<file path="src/rtl/vga_scanout_if.sv">
// Framebuffer read port between the scanout engine and the framebuffer RAM.
// The scanout side issues one-clock read strobes; data returns one clock later.
interface vga_scanout_if #(
    parameter int WIDTH      = 16,
    parameter int ADDR_WIDTH = 15
);
    logic                    fb_rd_en;
    logic [ADDR_WIDTH-1:0]   fb_rd_addr;
    logic [WIDTH*12-1:0]     fb_rd_data;

    modport master (
        output fb_rd_en,
        output fb_rd_addr,
        input  fb_rd_data
    );

    modport slave (
        input  fb_rd_en,
        input  fb_rd_addr,
        output fb_rd_data
    );
endinterface

</file>
<file path="src/rtl/vga_scanout.sv">
// VGA scanout: pixel-enable raster timing, one-word-ahead framebuffer prefetch,
// and serialisation of packed 12-bit pixels onto registered RGB/sync outputs.
module vga_scanout #(
    parameter int WIDTH      = 16,
    parameter int ADDR_WIDTH = 15,
    parameter int PIX_DIV    = 4,
    parameter int H_ACT      = 640,
    parameter int H_FP       = 16,
    parameter int H_SYNC     = 96,
    parameter int H_BP       = 48,
    parameter int V_ACT      = 480,
    parameter int V_FP       = 10,
    parameter int V_SYNC     = 2,
    parameter int V_BP       = 33
) (
    input  logic                clock,
    input  logic                reset,
    vga_scanout_if.master       fb,
    output logic                hSync,
    output logic                vSync,
    output logic [3:0]          VGA_R,
    output logic [3:0]          VGA_G,
    output logic [3:0]          VGA_B,
    output logic                frame_start
);
    localparam int H_TOTAL  = H_ACT + H_FP + H_SYNC + H_BP;
    localparam int V_TOTAL  = V_ACT + V_FP + V_SYNC + V_BP;
    localparam int HS_START = H_ACT + H_FP;
    localparam int HS_END   = HS_START + H_SYNC;
    localparam int VS_START = V_ACT + V_FP;
    localparam int VS_END   = VS_START + V_SYNC;
    localparam int HW       = $clog2(H_TOTAL);
    localparam int VW       = $clog2(V_TOTAL);
    localparam int DW       = $clog2(PIX_DIV);
    localparam int LW       = $clog2(WIDTH);
    localparam int WORDS    = H_ACT / WIDTH;
    localparam int PW       = WIDTH * 12;

    logic [DW-1:0]         div;
    logic                  pix_en;
    logic [HW-1:0]         h;
    logic [VW-1:0]         v;
    logic [ADDR_WIDTH-1:0] line_base;
    logic                  rd_pend;
    logic [PW-1:0]         hold;
    logic [PW-1:0]         shift;

    logic                  h_last;
    logic                  v_last;
    logic                  active;
    logic                  pix_first;
    logic                  pix_last;
    logic                  rd_mid;
    logic                  rd_line;
    logic                  next_vis;
    logic [ADDR_WIDTH-1:0] word_idx;
    logic [PW-1:0]         load_word;

    assign pix_en    = (div == DW'(PIX_DIV - 1));
    assign h_last    = (h == HW'(H_TOTAL - 1));
    assign v_last    = (v == VW'(V_TOTAL - 1));
    assign active    = (h < HW'(H_ACT)) && (v < VW'(V_ACT));
    assign pix_first = (h[LW-1:0] == '0);
    assign pix_last  = &h[LW-1:0];

    // Mid-line prefetch fetches the word following the one being displayed.
    assign rd_mid   = pix_last && (h < HW'(H_ACT - 1)) && (v < VW'(V_ACT));
    // End-of-line prefetch fetches word 0 of the next line if it is visible.
    assign next_vis = v_last || (v < VW'(V_ACT - 1));
    assign rd_line  = h_last && next_vis;
    assign word_idx = ADDR_WIDTH'(h[HW-1:LW]) + ADDR_WIDTH'(1);

    // With a two-clock pixel period the capture and load land on one edge,
    // so the load takes the returning RAM data directly.
    assign load_word = rd_pend ? fb.fb_rd_data : hold;

    // Pixel-enable divider: pix_en on the last clock of each pixel period.
    always_ff @(posedge clock) begin
        if (reset) begin
            div <= '0;
        end else if (pix_en) begin
            div <= '0;
        end else begin
            div <= div + DW'(1);
        end
    end

    // Raster counters advance one pixel per pix_en.
    always_ff @(posedge clock) begin
        if (reset) begin
            h <= '0;
            v <= '0;
        end else if (pix_en) begin
            if (h_last) begin
                h <= '0;
                if (v_last) begin
                    v <= '0;
                end else begin
                    v <= v + VW'(1);
                end
            end else begin
                h <= h + HW'(1);
            end
        end
    end

    // Line base address tracks v*WORDS for visible lines without a multiplier.
    always_ff @(posedge clock) begin
        if (reset) begin
            line_base <= '0;
        end else if (pix_en && h_last) begin
            if (v_last) begin
                line_base <= '0;
            end else if (v < VW'(V_ACT - 1)) begin
                line_base <= line_base + ADDR_WIDTH'(WORDS);
            end
        end
    end

    // Framebuffer read strobe and address, one pulse per prefetch.
    always_ff @(posedge clock) begin
        if (reset) begin
            fb.fb_rd_en   <= 1'b0;
            fb.fb_rd_addr <= '0;
        end else begin
            fb.fb_rd_en <= pix_en && (rd_mid || rd_line);
            if (pix_en && rd_mid) begin
                fb.fb_rd_addr <= line_base + word_idx;
            end else if (pix_en && rd_line) begin
                if (v_last) begin
                    fb.fb_rd_addr <= '0;
                end else begin
                    fb.fb_rd_addr <= line_base + ADDR_WIDTH'(WORDS);
                end
            end
        end
    end

    // Capture returning read data into the hold register.
    always_ff @(posedge clock) begin
        if (reset) begin
            rd_pend <= 1'b0;
            hold    <= '0;
        end else begin
            rd_pend <= fb.fb_rd_en;
            if (rd_pend) begin
                hold <= fb.fb_rd_data;
            end
        end
    end

    // Sync and frame-start outputs, one pixel behind the counters.
    always_ff @(posedge clock) begin
        if (reset) begin
            hSync       <= 1'b1;
            vSync       <= 1'b1;
            frame_start <= 1'b0;
        end else begin
            frame_start <= pix_en && (h == '0) && (v == '0);
            if (pix_en) begin
                hSync <= !((h >= HW'(HS_START)) && (h < HW'(HS_END)));
                vSync <= !((v >= VW'(VS_START)) && (v < VW'(VS_END)));
            end
        end
    end

    // Pixel serialiser: load a word at each word boundary, shift per pixel,
    // and blank outside the active region.
    always_ff @(posedge clock) begin
        if (reset) begin
            shift <= '0;
            VGA_R <= '0;
            VGA_G <= '0;
            VGA_B <= '0;
        end else if (pix_en) begin
            if (!active) begin
                VGA_R <= '0;
                VGA_G <= '0;
                VGA_B <= '0;
            end else if (pix_first) begin
                shift <= load_word;
                {VGA_R, VGA_G, VGA_B} <= load_word[11:0];
            end else begin
                shift <= shift >> 12;
                {VGA_R, VGA_G, VGA_B} <= shift[12 +: 12];
            end
        end
    end
endmodule

</file>
<file path="src/flat_wrapper.sv">
// flat-port wrapper written by rule: the top's interface ports become plain ports
module vga_scanout_flat 
#(
    parameter int WIDTH      = 16,
    parameter int ADDR_WIDTH = 15,
    parameter int PIX_DIV    = 4,
    parameter int H_ACT      = 640,
    parameter int H_FP       = 16,
    parameter int H_SYNC     = 96,
    parameter int H_BP       = 48,
    parameter int V_ACT      = 480,
    parameter int V_FP       = 10,
    parameter int V_SYNC     = 2,
    parameter int V_BP       = 33
)
  (clock, reset, hSync, vSync, VGA_R, VGA_G, VGA_B, frame_start, fb_fb_rd_en, fb_fb_rd_addr, fb_fb_rd_data);
  vga_scanout_if #(.WIDTH(WIDTH), .ADDR_WIDTH(ADDR_WIDTH)) fb_i ();
  input  logic clock;
  input  logic reset;
  output logic hSync;
  output logic vSync;
  output logic [3:0] VGA_R;
  output logic [3:0] VGA_G;
  output logic [3:0] VGA_B;
  output logic frame_start;
  output wire logic [$bits(fb_i.fb_rd_en)-1:0] fb_fb_rd_en;
  output wire logic [$bits(fb_i.fb_rd_addr)-1:0] fb_fb_rd_addr;
  input wire logic [$bits(fb_i.fb_rd_data)-1:0] fb_fb_rd_data;
  assign fb_fb_rd_en = fb_i.fb_rd_en;
  assign fb_fb_rd_addr = fb_i.fb_rd_addr;
  assign fb_i.fb_rd_data = fb_fb_rd_data;
  vga_scanout #(.WIDTH(WIDTH), .ADDR_WIDTH(ADDR_WIDTH), .PIX_DIV(PIX_DIV), .H_ACT(H_ACT), .H_FP(H_FP), .H_SYNC(H_SYNC), .H_BP(H_BP), .V_ACT(V_ACT), .V_FP(V_FP), .V_SYNC(V_SYNC), .V_BP(V_BP)) u_core (.clock(clock), .reset(reset), .fb(fb_i), .hSync(hSync), .vSync(vSync), .VGA_R(VGA_R), .VGA_G(VGA_G), .VGA_B(VGA_B), .frame_start(frame_start));
endmodule
</file>
<file path="config.mk">
export PLATFORM = sky130hd
export DESIGN_NAME = vga_scanout_flat
export DESIGN_NICKNAME = d
export VERILOG_FILES = /design/src/rtl/vga_scanout_if.sv /design/src/rtl/vga_scanout.sv /design/src/flat_wrapper.sv
export SDC_FILE = /design/constraint.sdc
export NUM_CORES = 1
export LEC_CHECK = 0
export CAP_MARGIN = 20
export CORE_UTILIZATION = 60
export DETAILED_ROUTE_END_ITERATION = 16
export GPL_TIMING_DRIVEN = 0
export PLACE_DENSITY_LB_ADDON = 0.1
export SYNTH_ARGS = -nofsm -noshare
export SYNTH_HDL_FRONTEND = slang
export SYNTH_SLANG_ARGS = --single-unit
</file>
<file path="constraint.sdc">
create_clock -name clock -period 5.5 [get_ports clock]
set_clock_uncertainty 0.15 [all_clocks]
set_input_delay 1.375 -clock clock [delete_from_list [all_inputs] [get_ports clock]]
set_output_delay 1.375 -clock clock [all_outputs]
set_load 0.03 [all_outputs]
</file>
==> tab_implementation.tex <==
\begin{tabular}{lr}
\hline
Metric & Value \\
\hline
\multicolumn{2}{l}{\textbf{Status}} \\
\quad Outcome & finished clean \\
\multicolumn{2}{l}{\textbf{Critical path}} \\
\quad Required @ worst endpoint & 5.75 ns \\
\quad Endpoint arrival time on the critical path & 4.03 ns \\
\quad Largest fanout on the critical path & 10 \\
\quad Ordered cell list for the critical path & clkdlybuf4s50\_1, clkbuf\_1, clkbuf\_1, clkbuf\_1, nor2\_1 \\
\quad Classification of the worst setup path & input pin to flop \\
\quad Dominant cell type by count on the critical path & clkbuf\_1 \\
\quad Slowest cell delay on critical path & 0.79 ns \\
\quad Critical path's slowest cell & clkbuf\_1 \\
\quad Worst setup EP type & flop \\
\quad Type of origin of the critical path & input pin \\
\multicolumn{2}{l}{\textbf{Clocking}} \\
\quad Worst-case clock buffer depth & 3 \\
\quad TritonCTS buffer count & 44 \\
\quad Post-CTS Hold Buffers & 0 \\
\quad Clock-pin transition on the worst setup and hold timing paths & roughly 0.060 ns \\
\quad Clk Tree Root Cell & clkbuf\_16 \\
\quad Post-cts repair resize count & 0 \\
\quad CTS tree & built \\
\quad Clock latency of the later-clocked register in the worst-skew pair & approximately 0.56 ns \\
\quad Clock Sink Count & 441 \\
\quad Number of buffers inserted by post-CTS setup repair & 0 \\
\quad H-tree depth reported by CTS & 2 \\
\multicolumn{2}{l}{\textbf{Synth}} \\
\quad Post-Synthesis Mean Instance Area & 8.677 µm² \\
\quad Part of the Yosys area used for sequential elements & between 40\% and 50\% \\
\quad Yosys Warn Count & 0 \\
\quad Distinct cells, synth & 53 \\
\quad Mapped Nets & 2275 \\
\quad Share of flip-flops with an asynchronous set or reset after synthesis & 0\% \\
\quad Number of storage elements in the synthesis netlist & 441 \\
\quad Mapped cell area & 17890 µm² \\
\quad Top flip-flop cell by instance count after synthesis & dfxtp\_1 \\
\quad EDFF count, synth & 0 \\
\quad Number of standard cells after synthesis & 2062 \\
\multicolumn{2}{l}{\textbf{Timing}} \\
\quad Final period demand of the worst path & roughly 3.8 ns \\
\quad Final number of max-transition violations & 0 \\
\quad Share of the clock period used by the worst path after layout & around two thirds \\
\quad Maximum clock frequency & between 0.2 and 0.3 GHz \\
\quad Final setup TNS & 0 ns \\
\quad Crit path setup slack, layout & approximately 1.7 ns \\
\quad Final Hold Fails & 0 \\
\quad Total of endpoints with negative setup slack in the final report & 0 \\
\quad RSZ-0062 raised after global routing & no \\
\quad Slew at the pin with the worst max-slew slack & 0.9726 ns \\
\quad Max-slew headroom at the worst pin & 35.16\% \\
\multicolumn{2}{l}{\textbf{Hold path}} \\
\quad Type of the tightest min-delay check & flop to flop \\
\multicolumn{2}{l}{\textbf{Routing}} \\
\quad Highest routed metal layer & met5 \\
\quad Via Count & 15560 \\
\quad Initial detailed-routing violation count & between 1000 and 1500 \\
\quad Met3 Routed Length & between 3000 and 4000 µm \\
\quad Detail Route met2 WL & 22110 µm \\
\quad Remaining DRCs & 0 \\
\quad Total Wirelength & 47640 µm \\
\quad Number of iterations in the first detailed-routing pass & 5 \\
\quad Met1 WL & approximately 20000 µm \\
\quad Remaining antenna violation count after routing & 0 \\
\quad Routed wire per std cell & 17.29 µm \\
\quad Post-DR vias/cell & 5.649 \\
\multicolumn{2}{l}{\textbf{Cells and area}} \\
\quad Most used cells in the layout excluding fill and tap cells & dfxtp\_1 (441), nand2\_1 (401), nor2\_1 (257), clkdlybuf4s50\_1 (224), a21oi\_1 (209) \\
\quad Final Net Count & around 2500 \\
\quad Fraction of the core area covered by cells at the end of the flow & 76.10\% \\
\quad Commonest non-fill, non-tap cell in the layout & dfxtp\_1 \\
\quad Fraction of layout instances using a drive strength above 1 & 5.074\% \\
\quad Fill cell count & 2160 \\
\quad Area delta synth->final & 23.41\% \\
\multicolumn{2}{l}{\textbf{Die}} \\
\quad Area of the core & 29010 µm² \\
\quad Top Ports & 225 \\
\quad Die width & 174.7 µm \\
\quad Vertical die dimension & 174.7 µm \\
\quad Row Count & 62 \\
\quad Floorplan die area & 30510 µm² \\
\quad Initial cell density of the core & 61.67\% \\
\multicolumn{2}{l}{\textbf{Place}} \\
\quad Placement-stage worst setup slack & 1.264 ns \\
\quad Placer's final routability congestion estimate & roughly 0.9 \\
\quad Number of buffers inserted by port buffering & approximately 220 \\
\quad Post-DP HPWL & $\sim$34000 µm \\
\multicolumn{2}{l}{\textbf{Global routing}} \\
\quad Grt ovf & 0 \\
\quad Via count of the first global-routing pass & 15040 \\
\quad Initial antenna violation count & 8 \\
\quad GRT Total Usage & 30.65\% \\
\quad Largest net degree at the start of global routing & 15 \\
\quad First-pass GRT wire length & $\sim$75000 µm \\
\multicolumn{2}{l}{\textbf{Power}} \\
\quad Pwr dens & slightly above 300 nW/µm² \\
\quad Static power due to leakage & 0.008506 µW \\
\quad Max IR drop VDD & 0.2470 mV \\
\multicolumn{2}{l}{\textbf{Flow run}} \\
\quad Maxcap violations & 0 \\
\hline
\end{tabular}
## per-stage QoR
| stage | cells | total power (µW) | instance area, µm² | hold WS, ns |
|---|---|---|---|---|
| final | 2755 | 6684 | 22080 | 0.2802 |
| after CTS | 2749 | 6693 | 22060 | 0.2796 |
| after detailed placement | 2670 | 3764 | 20610 | 0.2690 |
| after floorplan | 2062 | 3517 | 17890 | 0.2477 |
| after global routing | 2750 | 6890 | 22070 | 0.3011 |
| after global placement | 2670 | 3758 | 20610 | 0.2604 |
## routing by layer
layer | vias to the layer above | GRT usage [%]
met5 | - | 0
met4 | 2 | 11.88
met3 | 108 | 5.962
met2 | 529 | 50.31
met1 | 7305 | 39.75
li1 | 7619 | -
## path summary, 6_finish.rpt
path / slack [ns] / cells past startpoint / endpoint / start
max: 1.72 / 5 / u_core.hold[29]$_SDFF_PP0_ / reset
min: 0.28 / 1 / u_core.div[0]$_SDFF_PP0_ / u_core.div[0]$_SDFF_PP0_
max reg2reg: 2.48 / 8 / u_core.shift[175]$_SDFFE_PP0P_ / u_core.h[0]$_SDFFE_PP0P_
min reg2reg: 0.28 / 1 / u_core.div[0]$_SDFF_PP0_ / u_core.div[0]$_SDFF_PP0_
## flip-flops by register name, indices dropped and copies added (netlist names), 2 cells and up
register / cells
u_core.VGA_B: 4
u_core.VGA_G: 4
u_core.VGA_R: 4
u_core.div: 2
u_core.fb.fb_rd_addr: 15
u_core.h: 10
u_core.hold: 192
u_core.line_base: 15
u_core.shift: 180
u_core.v: 10
## Yosys cell counts (9+ instances only)
library cell / instances / area (µm²)
clkbuf_1: 123 / 461.7
xnor2_1: 18 / 157.7
o21ai_0: 40 / 200.2
xor2_1: 18 / 157.7
ha_1: 18 / 225.2
buf_2: 37 / 185.2
nand3_1: 13 / 65.06
mux2i_1: 195 / 1952
nor2_1: 257 / 964.7
a21oi_1: 209 / 1046
and2_1: 9 / 56.30
o211ai_1: 171 / 1284
nand2_1: 401 / 1505
dfxtp_1: 441 / 8828
## cells by family after synthesis
group / after synthesis / share of synthesized area, %
adders and majority gates: 19 / 1.371
xor gates and xnor gates: 36 / 1.762
muxes: 195 / 10.91
buffers and inverters: 175 / 3.951
DFF: 441 / 49.34
AOI/OAI and AO/OA: 457 / 15.79
and+or+nand+nor: 739 / 16.87
## power by group
part | switching, µW | internal, µW
registers | 12.8 | 3210
logic | 285 | 191
clock network | 1240 | 1740
total | 1530 | 5150
## layout make-up
cell class | count | area, µm² | area share (%)
antenna | 6 | 15.01 | 0.06800
buffer | 167 | 676.9 | 3.066
clock inverter | 17 | 148.9 | 0.6743
timing repair buffer | 224 | 2242 | 10.15
tap | 384 | 480.5 | 2.176
clock buffer | 62 | 1301 | 5.893
inverter | 8 | 30.03 | 0.1360
sequential | 441 | 8828 | 39.98
multi-input combinational | 1446 | 8357 | 37.85
## worst max-delay path: cells and delay by family
kind	cells	cell delay [ns]
AND/OR/NAND/NOR	1	0.12
buffers and inverters	4	2.52
Power figures use the tool's default switching activity.
